### config.mk
export PLATFORM = sky130hd
export DESIGN_NAME = circle_pixel_buffer
export DESIGN_NICKNAME = d
export VERILOG_FILES = /design/src/rtl/circle_pixel_buffer_pkg.sv /design/src/rtl/circle_pixel_buffer_bank.sv /design/src/rtl/circle_pixel_buffer.sv
export SDC_FILE = /design/constraint.sdc
export NUM_CORES = 1
export LEC_CHECK = 0
export ABC_AREA = 0
export ABC_CLOCK_PERIOD_IN_PS = 12200
export CAP_MARGIN = 20
export CORE_MARGIN = 5
export CORE_UTILIZATION = 50
export CTS_BUF_LIST = sky130_fd_sc_hd__clkbuf_8
export CTS_CLUSTER_DIAMETER = 120
export DETAILED_ROUTE_END_ITERATION = 10
export GPL_TIMING_DRIVEN = 0
export HOLD_SLACK_MARGIN = 0.05
export PLACE_DENSITY = 0.78
export SLEW_MARGIN = 20
export SYNTH_ARGS = -nofsm -noshare
export SYNTH_HDL_FRONTEND = slang
export SYNTH_SLANG_ARGS = --single-unit
export TNS_END_PERCENT = 50
### constraint.sdc
create_clock -name clock -period 12.2 [get_ports clock]
set_input_delay 2.44 -clock clock [delete_from_list [all_inputs] [get_ports clock]]
set_output_delay 2.44 -clock clock [all_outputs]
set_load 0.03 [all_outputs]
### src/rtl/circle_pixel_buffer_pkg.sv
// Shared types and helpers for the FAST9 circle pixel buffer.
// Consumed by circle_bank and circle_pixel_buffer.
package fast_pkg;

    localparam int PIX_W_DEF  = 8;
    localparam int NUM_CIRCLE = 16;

    typedef enum logic {
        FILL = 1'b0,
        HOLD = 1'b1
    } bank_state_t;

    // Slot 0 occupies the MSBs of the packed word.
    function automatic int unsigned slotLsb(input int unsigned idx,
                                            input int unsigned numPix,
                                            input int unsigned pixW);
        return (numPix - 1 - idx) * pixW;
    endfunction

    function automatic int unsigned popcount(input logic [63:0] v);
        int unsigned n;
        n = 0;
        for (int unsigned i = 0; i < 64; i++) begin
            if (v[i]) n++;
        end
        return n;
    endfunction

endpackage

### src/rtl/circle_pixel_buffer_bank.sv
// circle_bank: one set of circle slots plus centre, with fill bitmap and FILL/HOLD state.
// The done port exists only when DOUBLE_BUFFER_EN is defined.
module circle_bank
    import fast_pkg::*;
#(
    parameter int PIX_W   = PIX_W_DEF,
    parameter int NUM_PIX = NUM_CIRCLE,
    localparam int ADDR_W = $clog2(NUM_PIX),
    localparam int CNT_W  = $clog2(NUM_PIX + 1)
) (
    input  logic                     clock,
    input  logic                     reset,
    input  logic                     clear,
    input  logic                     wrEn,
    input  logic [ADDR_W-1:0]        wrAddr,
    input  logic [PIX_W-1:0]         wrData,
    input  logic                     centerEn,
    input  logic [PIX_W-1:0]         centerData,
    input  logic                     drain,
    output logic                     full,
`ifdef DOUBLE_BUFFER_EN
    output logic                     done,
`endif
    output logic [NUM_PIX*PIX_W-1:0] pixels,
    output logic [PIX_W-1:0]         center,
    output logic [CNT_W-1:0]         fillCount
);

    bank_state_t          state, stateNext;
    logic [PIX_W-1:0]     slots [NUM_PIX];
    logic [NUM_PIX-1:0]   bitmap, bitmapNext;
    logic                 centerValid, centerValidNext;
    logic                 complete;

    always_comb begin
        bitmapNext      = bitmap;
        centerValidNext = centerValid | centerEn;
        if (wrEn) bitmapNext[wrAddr] = 1'b1;
        // Completion looks at the post-write bitmap so HOLD is entered on the last write's edge.
        complete  = (state == FILL) && (&bitmapNext) && centerValidNext;
        stateNext = state;
        case (state)
            FILL:    if (complete) stateNext = HOLD;
            HOLD:    if (drain)    stateNext = FILL;
            default: stateNext = FILL;
        endcase
    end

    always_ff @(posedge clock or posedge reset) begin
        if (reset) begin
            state       <= FILL;
            bitmap      <= '0;
            centerValid <= 1'b0;
            center      <= '0;
            for (int unsigned i = 0; i < NUM_PIX; i++) slots[i] <= '0;
        end else if (clear) begin
            state       <= FILL;
            bitmap      <= '0;
            centerValid <= 1'b0;
        end else begin
            state <= stateNext;
            if (state == HOLD && drain) begin
                bitmap      <= '0;
                centerValid <= 1'b0;
            end else begin
                bitmap      <= bitmapNext;
                centerValid <= centerValidNext;
            end
            if (wrEn)     slots[wrAddr] <= wrData;
            if (centerEn) center        <= centerData;
        end
    end

    always_comb begin
        pixels = '0;
        for (int unsigned i = 0; i < NUM_PIX; i++) begin
            pixels[slotLsb(i, NUM_PIX, PIX_W) +: PIX_W] = slots[i];
        end
    end

    assign full      = (state == HOLD);
    assign fillCount = CNT_W'(popcount(64'(bitmap)));
`ifdef DOUBLE_BUFFER_EN
    assign done      = complete;
`endif

endmodule

### src/rtl/circle_pixel_buffer.sv
// circle_pixel_buffer: collects FAST9 circle + centre pixels and presents them under valid/ready.
// Define DOUBLE_BUFFER_EN for ping-pong fill/output banks; otherwise a single bank is used.
module circle_pixel_buffer
    import fast_pkg::*;
#(
    parameter int PIX_W   = PIX_W_DEF,
    parameter int NUM_PIX = NUM_CIRCLE,
    localparam int ADDR_W = $clog2(NUM_PIX),
    localparam int CNT_W  = $clog2(NUM_PIX + 1)
) (
    input  logic                     clock,
    input  logic                     reset,
    input  logic                     clear,
    input  logic                     wrEn,
    input  logic [ADDR_W-1:0]        wrAddr,
    input  logic [PIX_W-1:0]         wrData,
    input  logic                     centerEn,
    input  logic [PIX_W-1:0]         centerData,
    output logic                     outValid,
    input  logic                     outReady,
    output logic [NUM_PIX*PIX_W-1:0] outPixels,
    output logic [PIX_W-1:0]         outCenter,
    output logic [CNT_W-1:0]         fillCount,
    output logic                     wrDrop
);

    localparam logic [ADDR_W:0] SLOT_LIMIT = (ADDR_W + 1)'(NUM_PIX);

    logic                     addrOk, fillFull, outFull;
    logic                     wrAccept, centerAccept, handshake;
    logic [NUM_PIX*PIX_W-1:0] outBankPixels;
    logic [PIX_W-1:0]         outBankCenter;

    assign addrOk       = {1'b0, wrAddr} < SLOT_LIMIT;
    assign wrAccept     = wrEn && addrOk && !fillFull && !clear;
    assign centerAccept = centerEn && !fillFull && !clear;
    assign handshake    = outFull && outReady;

`ifdef DOUBLE_BUFFER_EN
    logic                     fillSel, fillDone;
    logic                     bankFull   [2];
    logic                     bankDone   [2];
    logic [NUM_PIX*PIX_W-1:0] bankPixels [2];
    logic [PIX_W-1:0]         bankCenter [2];
    logic [CNT_W-1:0]         bankCount  [2];

    for (genvar b = 0; b < 2; b++) begin : gBank
        circle_bank #(.PIX_W(PIX_W), .NUM_PIX(NUM_PIX)) uBank (
            .clock      (clock),
            .reset      (reset),
            .clear      (clear),
            .wrEn       (wrAccept && (fillSel == 1'(b))),
            .wrAddr     (wrAddr),
            .wrData     (wrData),
            .centerEn   (centerAccept && (fillSel == 1'(b))),
            .centerData (centerData),
            .drain      (handshake && (fillSel != 1'(b))),
            .full       (bankFull[b]),
            .done       (bankDone[b]),
            .pixels     (bankPixels[b]),
            .center     (bankCenter[b]),
            .fillCount  (bankCount[b])
        );
    end

    assign fillFull      = bankFull[fillSel];
    assign fillDone      = bankDone[fillSel];
    assign outFull       = bankFull[!fillSel];
    assign outBankPixels = bankPixels[!fillSel];
    assign outBankCenter = bankCenter[!fillSel];
    assign fillCount     = bankCount[fillSel];

    // Swap whenever a complete fill bank can take over an output bank that is empty or draining now.
    always_ff @(posedge clock or posedge reset) begin
        if (reset) begin
            fillSel <= 1'b0;
        end else if (!clear && (fillFull || fillDone) && (!outFull || handshake)) begin
            fillSel <= !fillSel;
        end
    end
`else
    circle_bank #(.PIX_W(PIX_W), .NUM_PIX(NUM_PIX)) uBank (
        .clock      (clock),
        .reset      (reset),
        .clear      (clear),
        .wrEn       (wrAccept),
        .wrAddr     (wrAddr),
        .wrData     (wrData),
        .centerEn   (centerAccept),
        .centerData (centerData),
        .drain      (handshake),
        .full       (fillFull),
        .pixels     (outBankPixels),
        .center     (outBankCenter),
        .fillCount  (fillCount)
    );

    assign outFull = fillFull;
`endif

    always_ff @(posedge clock or posedge reset) begin
        if (reset) begin
            wrDrop <= 1'b0;
        end else begin
            wrDrop <= !clear && ((wrEn && (!addrOk || fillFull)) || (centerEn && fillFull));
        end
    end

    assign outValid  = outFull;
    assign outPixels = outFull ? outBankPixels : '0;
    assign outCenter = outFull ? outBankCenter : '0;

endmodule

* Word-level counts from Yosys, hierarchy flattened *
Index checks and enable logic that the tools add are counted.

storage, ports and cells
  input port bits = 26
  register bits after elaboration = 155
  output and inout bits = 143
  logic and storage cells = 96

operators by class
  bitwise operators = 5
  magnitude comparators = 4
  add/subtract/negate cells = 15
  muxes and demuxes = 32
  reduce and logical (&&, ||, !) cells = 19

operator list
  operator                                                           count
  bitwise mux 128 bit                                                1
  two-way mux 128 bit                                                1
  two-way mux 5 bit                                                  14
  adder 5 x 1 -> 5 bit, second input constant                        13
  two-way mux 16 bit                                                 3
  demux 8 bit (select 4 bit)                                         1
  two-way mux 8 bit                                                  2
  bitwise OR 16 bit                                                  1
  AND reduction 16 bit                                               1
  logical AND 1 bit                                                  13
  two-way mux 1 bit                                                  7
  greater-or-equal comparator 5 bit, second input constant           1
  < comparator 4 x 5 -> 1 bit, second input constant                 1
  < comparator 5 x 1 -> 1 bit, second input constant                 1
  NOT 4 -> 5 bit                                                     1
  demux 1 bit (select 4 bit)                                         1
  greater-or-equal comparator 4 x 1 -> 1 bit, second input constant  1
  AND reduction 2 bit                                                2
  adder 2 x 1 -> 3 bit, second input constant                        1
  adder 1 x 1 -> 2 bit, second input constant                        1
  logical NOT 1 bit                                                  2
  two-way mux 2 bit                                                  1
  NOT 1 bit                                                          2
  case mux 1 bit (2 select lines)                                    1
  other kinds (2)                                                    2

* Depth between registers and ports, before layout *
Gate-level depths: netlist of run 1.

  word-level depth = 31
  mapped depth = 43
  mapped depth without buffers = 42

* Hierarchy *
From an unflattened synthesis of run 1, not the netlist that was laid out.

second synthesis, totals
  cells, all modules = 842
  area total of the unflattened synthesis = 8944.8 sq um

modules (own cells, without submodules)
  module               sequential area each (sq um)  cells each  area each (sq um)  times used
  circle_bank          3853.7                        684         7945.1             1
  circle_pixel_buffer  25.0                          158         999.7              1

* Worst setup path after synthesis of run 1 *
OpenSTA, ideal clock, no wires.

  path type = flip-flop to output port
  from = register uBank.bitmap[0]
  to = output fillCount[4]
  arrival time = 7.648 ns
  path buffers = 1
  data required time = 9.760 ns
  setup slack = 2.112 ns
  stages on the path, launching flop included = 40
  cell sequence = dfrtp_1 -> inv_1 -> ha_1 -> buf_6 -> xor2_1 -> ha_1 -> xor2_1 -> mux2i_1 -> xor2_1 -> mux2_2 -> ha_1 -> a32oi_1 -> xnor2_1 -> nand2_1 -> o21ai_0 -> ha_1 -> nand2_1 -> o21ai_0 -> [... 4 more ...] -> nand2_1 -> o21ai_0 -> nor3_1 -> a21oi_1 -> xnor2_1 -> mux2i_1 -> ha_1 -> a221oi_1 -> xnor2_1 -> mux2i_1 -> ha_1 -> o21ai_0 -> o21ai_0 -> ha_1 -> nand2_1 -> o41ai_1 -> mux2i_1 -> xnor2_1

between the ends
  cells in the longest elaborated chain, start to end = 31

ends and longest elaborated chain
  what                      RTL line                        source
  start: declaration        circle_pixel_buffer_bank.sv:31  logic [NUM_PIX-1:0] bitmap, bitmapNext;
  start signal: assignment  circle_pixel_buffer_bank.sv:66  bitmap <= bitmapNext;
  two-way mux 1 bit *       circle_pixel_buffer_pkg.sv:24   if (v[i]) n++;
  adder 1 x 1 -> 2 bit      circle_pixel_buffer_pkg.sv:24
  two-way mux 2 bit *       circle_pixel_buffer_pkg.sv:24
  adder 2 x 1 -> 3 bit      circle_pixel_buffer_pkg.sv:24
  two-way mux 5 bit *       circle_pixel_buffer_pkg.sv:24
  adder 5 x 1 -> 5 bit      circle_pixel_buffer_pkg.sv:24
  two-way mux 5 bit *       circle_pixel_buffer_pkg.sv:24
  adder 5 x 1 -> 5 bit      circle_pixel_buffer_pkg.sv:24
  [... 15 more ...]         --
  adder 5 x 1 -> 5 bit      circle_pixel_buffer_pkg.sv:24
  two-way mux 5 bit *       circle_pixel_buffer_pkg.sv:24
  adder 5 x 1 -> 5 bit      circle_pixel_buffer_pkg.sv:24
  two-way mux 5 bit *       circle_pixel_buffer_pkg.sv:24
  adder 5 x 1 -> 5 bit      circle_pixel_buffer_pkg.sv:24
  two-way mux 5 bit *       circle_pixel_buffer_pkg.sv:24
  adder 5 x 1 -> 5 bit      circle_pixel_buffer_pkg.sv:24
  two-way mux 5 bit *       circle_pixel_buffer_pkg.sv:24
  end: declaration          circle_pixel_buffer.sv:23       output logic [CNT_W-1:0] fillCount,

Mark *: on every way between the ends. The rest lies on a longest branch, timed or not.

* Worst setup path in the final report of run 1 *
  from = register uBank.bitmap[0]
  to = output fillCount[3]

Same word-level chain as after synthesis.

==> impl_metrics.ini, run 1 <==
[floorplan]
dieArea_sq_mm = 0.0200
die_height_microns = 141
start_util = 0.505
rows = 48
design.core.area_sq_mm = 0.0171
fp.dieW_microns = 141
io_pins = 169

[yosys]
synth_edf_count = 0
ys_seq_area_frac = 0.449
avgSynthCellArea_sq_um = 11.0
netlist_area_sq_mm = 0.00864
synth_seq_cells = 155
ys_warn_count = 0
synthFlopType = dfrtp_1
async_reset_ff_frac = 1.00
synthCells = 783
yosysUniqueCellTypes = 58
syn_nets = 826

[sta]
hold_viol = 0
drv_slew = 0
setup_viol = 0
rsz0062_at_grt = false
period_needed_ns = 11.21
whs_ns = 0.497
worst_slack_ns = 0.994
tightest_slew_ns = 1.09
fin_skew_ns = 0.00591
period_share = 0.919
fmax_mhz = 89.2
relSlewSlack = 0.269
setup_tns_ns = 0

[cts]
numCtsBuffers = 17
clk_pin_slew_ns = 0.08
ctsRootBufferMaster = clkbuf_8
clock_latency_ns = 0.45
clock-sinks = 155
htreeDepth = 4
cts_tree = done
clk_path_buf_depth = 2
post-cts-setup-buffers = 0

[setup_path]
critPathArrivalTime_ns = 8.77
timing.rr.end = uBank.full
crit_type = flip-flop to output pin
slowest_stage = clkdlybuf4s50_1
worstSetupStartpointType = flip-flop
crit_required_ns = 9.76
rr_worst_depth = 10
r2r_setup_slack_ns = 9.22
cp-end-kind = output pin
reg2reg_from = uBank.full
critical_path_peak_fanout = 6
max_stage_delay_ns = 0.68
crit_top_cell = ha_1

[job]
drv_cap = 0

[finish]
regArea_sq_mm = 0.00388
nets = 1014
drive_gt1_frac = 0.201
final_area_sq_mm = 0.0111
areaGrowthSynthToFinish_pct = 28.7
num_antenna_cells = 0
fin_cells = 1209
final_util = 0.649
multi_input_area_sq_mm = 0.00455
n_fill_cell = 1393

[min_path]
min_path_type = flip-flop to flip-flop
min_to = uBank.centerValid
holdPathStages = 2
min_from = uBank.centerValid

[global_routing]
grt_start_max_net_pins = 82
grt_pass1_wl_mm = 34.6
antenna_found_initial = 0
grt.overflow.total = 0
globalRouteTotalUtil = 0.222
grt_pass1_vias = 6380

[detailed_routing]
first_pass_iters = 7
final_antenna_net_count = 0
drt_iter0_markers = 294
avgViaCountPerCell = 5.26
route.detailed.wl_per_inst_microns = 18.1
drt-total-wl_mm = 21.9
vias = 6355
drc_errors = 0

[power_and_ir_drop]
pwr_density_cell_mw_per_mm2 = 112
vdd_drop_max_mv = 0.112
p_leak_nw = 4.89
p_total_mw = 1.24

[place]
gp_congestion = 0.877
placed_cell_area_sq_mm = 0.0106
portBuffers = 168
dp_hpwl_mm = 15.8
pre_cts_slack_ns = 0.853
placedCellCount = 1177

[run_status]
status = complete, no violations
==> power breakdown <==
group / switching (mW) / internal (mW) / total, mW
combinational: 0.0722 / 0.0936 / 0.166
sequential: 0.0384 / 0.600 / 0.639
clock: 0.192 / 0.247 / 0.439
total: 0.303 / 0.940 / 1.24
==> Yosys cell counts, drive strengths merged (16+ instances only) <==
master / number / area (sq um)
nand2: 36 / 135
and2: 140 / 876
inv: 16 / 60.1
xor2: 22 / 208
mux2: 139 / 1570
xnor2: 34 / 395
clkbuf: 41 / 154
a21oi: 18 / 90.1
nor2: 50 / 188
ha: 17 / 213
dfrtp: 155 / 3880
==> layer usage <==
layer  GRT usage  part of all wire
met1       0.286              0.42
met2       0.355              0.48
met3      0.0826             0.077
met4      0.0611             0.019
met5           0                 0
==> worst max-delay path by stage <==
| stage | start | end | cells past startpoint |
|---|---|---|---|
| final | uBank.bitmap[0] | fillCount[3] | 41 |
| after global routing | uBank.bitmap[0] | fillCount[4] | 40 |
| after CTS | uBank.bitmap[0] | fillCount[4] | 40 |
| after detailed placement | uBank.bitmap[0] | fillCount[4] | 40 |
| after global placement | uBank.bitmap[0] | fillCount[4] | 40 |
| after floorplan | uBank.bitmap[0] | fillCount[4] | 39 |
==> worst max-delay path: cells and delay by family (launching register included) <==
kind	cells	cell delay (ns)
AO/OA/AOI/OAI	8	1.57
XOR/XNOR	11	1.91
adder cells (fa/ha/maj)	7	2.05
buffers and inverters	3	0.91
flip-flops	1	0.43
multiplexers	4	0.69
AND/OR/NAND/NOR	8	0.76
==> logic make-up after synthesis <==
family	share of synthesized area
AOI/OAI and AO/OA	0.0450
xor gates and xnor gates	0.0808
adders and majority gates	0.0246
buffers and inverters	0.0280
DFF	0.449
muxes	0.195
and+or+nand+nor	0.177
==> final cells by class <==
| class | count | area share |
|---|---|---|
| clock inverter | 14 | 0.0182 |
| multi-input combinational | 567 | 0.409 |
| clock buffer | 18 | 0.0223 |
| inverter | 16 | 0.00608 |
| tap | 225 | 0.0253 |
| timing repair buffer | 169 | 0.154 |
| sequential | 155 | 0.349 |
| buffer | 45 | 0.0163 |
==> sequential cells by signal (all words and copies together) (netlist names) <==
| signal | count |
|---|---|
| uBank.pixels | 128 |
| uBank.bitmap | 16 |
| uBank.center | 8 |
| uBank.centerValid | 1 |
| uBank.full | 1 |
| wrDrop | 1 |
==> placed cells by master, fill, tap and decap left out, drive strengths merged, types with 14 or more instances in the layout <==
| master | instances |
|---|---|
| a21oi | 18 |
| and2 | 140 |
| clkbuf | 59 |
| clkdlybuf4s50 | 167 |
| dfrtp | 155 |
| ha | 17 |
| inv | 18 |
| mux2 | 139 |
| nand2 | 36 |
| nand3 | 14 |
| nor2 | 50 |
| o21ai | 14 |
| xnor2 | 34 |
| xor2 | 22 |
==> what timing repair did <==
| item | in CTS | in global routing |
|---|---|---|
| hold buffers | 0 | 0 |
| resized for setup | 0 | 4 |
| setup endpoints to repair | 0 | 1 |
No activity file was read; power rests on OpenSTA's default activity.
==> run 2: changes to the inputs <==
CELL_PAD_IN_SITES_DETAIL_PLACEMENT = 0   (was default)
CELL_PAD_IN_SITES_GLOBAL_PLACEMENT = 1   (was default)
CORE_UTILIZATION = 42   (was 50)
MAX_ROUTING_LAYER = met4   (was default)
PLACE_DENSITY = default   (was 0.78)
PLACE_DENSITY_LB_ADDON = 0.1   (was default)
==> run 2 against run 1 <==
Effect of this change:
- clock power shrank 13%
- setup slack lost 0.095 ns
- non-clock buffer count grew 1
- die area grew 18%
- clock skew grew 0.0066 ns
- clock-buffer cell count is the same
- highest routed layer unchanged
==> impl_metrics.ini, run 2 (synthesis results as in run 1) <==
[run_status]
status = complete, no violations

[floorplan]
die_height_microns = 153
rows = 52
start_util = 0.427
fp.dieW_microns = 153
io_pins = 169
design.core.area_sq_mm = 0.0202
dieArea_sq_mm = 0.0235

[cts]
clk_path_buf_depth = 2
htreeDepth = 4
ctsRootBufferMaster = clkbuf_8
post-cts-setup-buffers = 0
cts_tree = done
clock-sinks = 155
clk_pin_slew_ns = 0.09
clock_latency_ns = 0.46
numCtsBuffers = 17

[finish]
nets = 1015
fin_cells = 1255
final_common_cell = clkdlybuf4s50_1
num_antenna_cells = 0
areaGrowthSynthToFinish_pct = 28.9
drive_gt1_frac = 0.207
largest_register_ffs = 128
final_cell_mix = clkdlybuf4s50_1, dfrtp_1, and2_1

[sta]
relSlewSlack = 0.353
fmax_mhz = 88.5
setup_tns_ns = 0
tightest_slew_ns = 0.967
fin_skew_ns = 0.0126
drv_slew = 0
whs_ns = 0.503
period_share = 0.926
setup_viol = 0
rsz0062_at_grt = false
period_needed_ns = 11.30
hold_viol = 0

[global_routing]
grt.overflow.total = 0
grt_start_max_net_pins = 91
globalRouteTotalUtil = 0.208
antenna_found_initial = 0
grt_pass1_vias = 6917
grt_pass1_wl_mm = 37.8

[detailed_routing]
vias = 6397
drt_iter0_markers = 292
first_pass_iters = 7
avgViaCountPerCell = 5.10
drc_errors = 0
route.detailed.wl_per_inst_microns = 18.7
final_antenna_net_count = 0
drt-total-wl_mm = 23.4

[place]
portBuffers = 168
gp_congestion = 0.852
placedCellCount = 1223
dp_hpwl_mm = 17.1

[setup_path]
slowest_stage = clkdlybuf4s50_1
crit_top_cell = ha_1
r2r_setup_slack_ns = 9.35
critical_path_peak_fanout = 6
critPathArrivalTime_ns = 8.86
rr_worst_depth = 10
crit_required_ns = 9.76
timing.rr.end = uBank.full
max_stage_delay_ns = 0.68
cp-end-kind = output pin
reg2reg_from = uBank.full
worstSetupStartpointType = flip-flop
crit_type = flip-flop to output pin

[power_and_ir_drop]
p_total_mw = 1.19
p_leak_nw = 4.86
pwr_density_cell_mw_per_mm2 = 107
vdd_drop_max_mv = 0.0690

[min_path]
holdPathStages = 1
min_path_type = flip-flop to flip-flop
min_to = uBank.pixels[36]
min_from = uBank.pixels[36]

[job]
drv_cap = 0
-- run 2: cell types whose count changed in the layout (fill, tap and decap cells not counted), sizes merged --
cell      delta
inv          +3
bufinv       -4
clkinv       -2
buf          +1
clkinvlp     +3
-- run 2: final cells by class --
type	instances	area, sq um
Buffer	45	181
Clock buffer	18	248
Clock inverter	14	138
Fill cell	1793	9100
Inverter	16	67.6
Multi-Input combinational cell	567	4560
Sequential cell	155	3880
Tap cell	270	338
Timing Repair Buffer	170	1720
-- run 2: metal layers --
layer | GRT usage | part of all wire | up-vias
met5 | - | 0 | -
met4 | 0.0517 | 0.013 | 0
met3 | 0.0396 | 0.030 | 21
met2 | 0.351 | 0.52 | 101
met1 | 0.259 | 0.44 | 3250
li1 | - | - | 3025
-- run 2: report_power, final --
group | total [mW] | leakage, nW | internal [mW] | switching [mW]
logic | 0.167 | 2.68 | 0.0938 | 0.0734
clock network | 0.380 | 0.185 | 0.171 | 0.209
registers | 0.641 | 1.99 | 0.600 | 0.0412
total | 1.19 | 4.86 | 0.865 | 0.324
-- run 2: critical path, delay by kind of cell, from the launching register on --
kind / cells / cell delay [ns]
xor+xnor: 11 / 2.04
mux: 4 / 0.63
flops: 1 / 0.44
compound gates: 8 / 1.55
simple gates: 8 / 0.76
fa+ha+maj: 7 / 2.07
buf+inv: 3 / 0.91
-- run 2: stage by stage --
stage | utilization | cell area [sq um] | worst slack (ns)
finish | 0.550 | 11100 | 0.899
global route | 0.550 | 11100 | 0.188
CTS | 0.549 | 11100 | 0.205
detailed placement | 0.530 | 10700 | 0.776
global placement | 0.527 | 10700 | 0.955
floorplan | - | 8640 | 2.11
-- run 2: how the worst max path moves through the flow --
stage,startpoint,to,slack (ns)
floorplan,uBank.bitmap[0],fillCount[4],2.11
global route,uBank.bitmap[0],fillCount[3],0.19
finish,uBank.bitmap[0],fillCount[3],0.90
CTS,uBank.bitmap[0],fillCount[4],0.21
global placement,uBank.bitmap[0],fillCount[4],0.96
detailed placement,uBank.bitmap[0],fillCount[4],0.78
-- run 2: what timing repair did --
item                                    CTS  global route
resized for setup                         0             6
endpoints found under the setup margin    0             2
hold buffers                              0             0
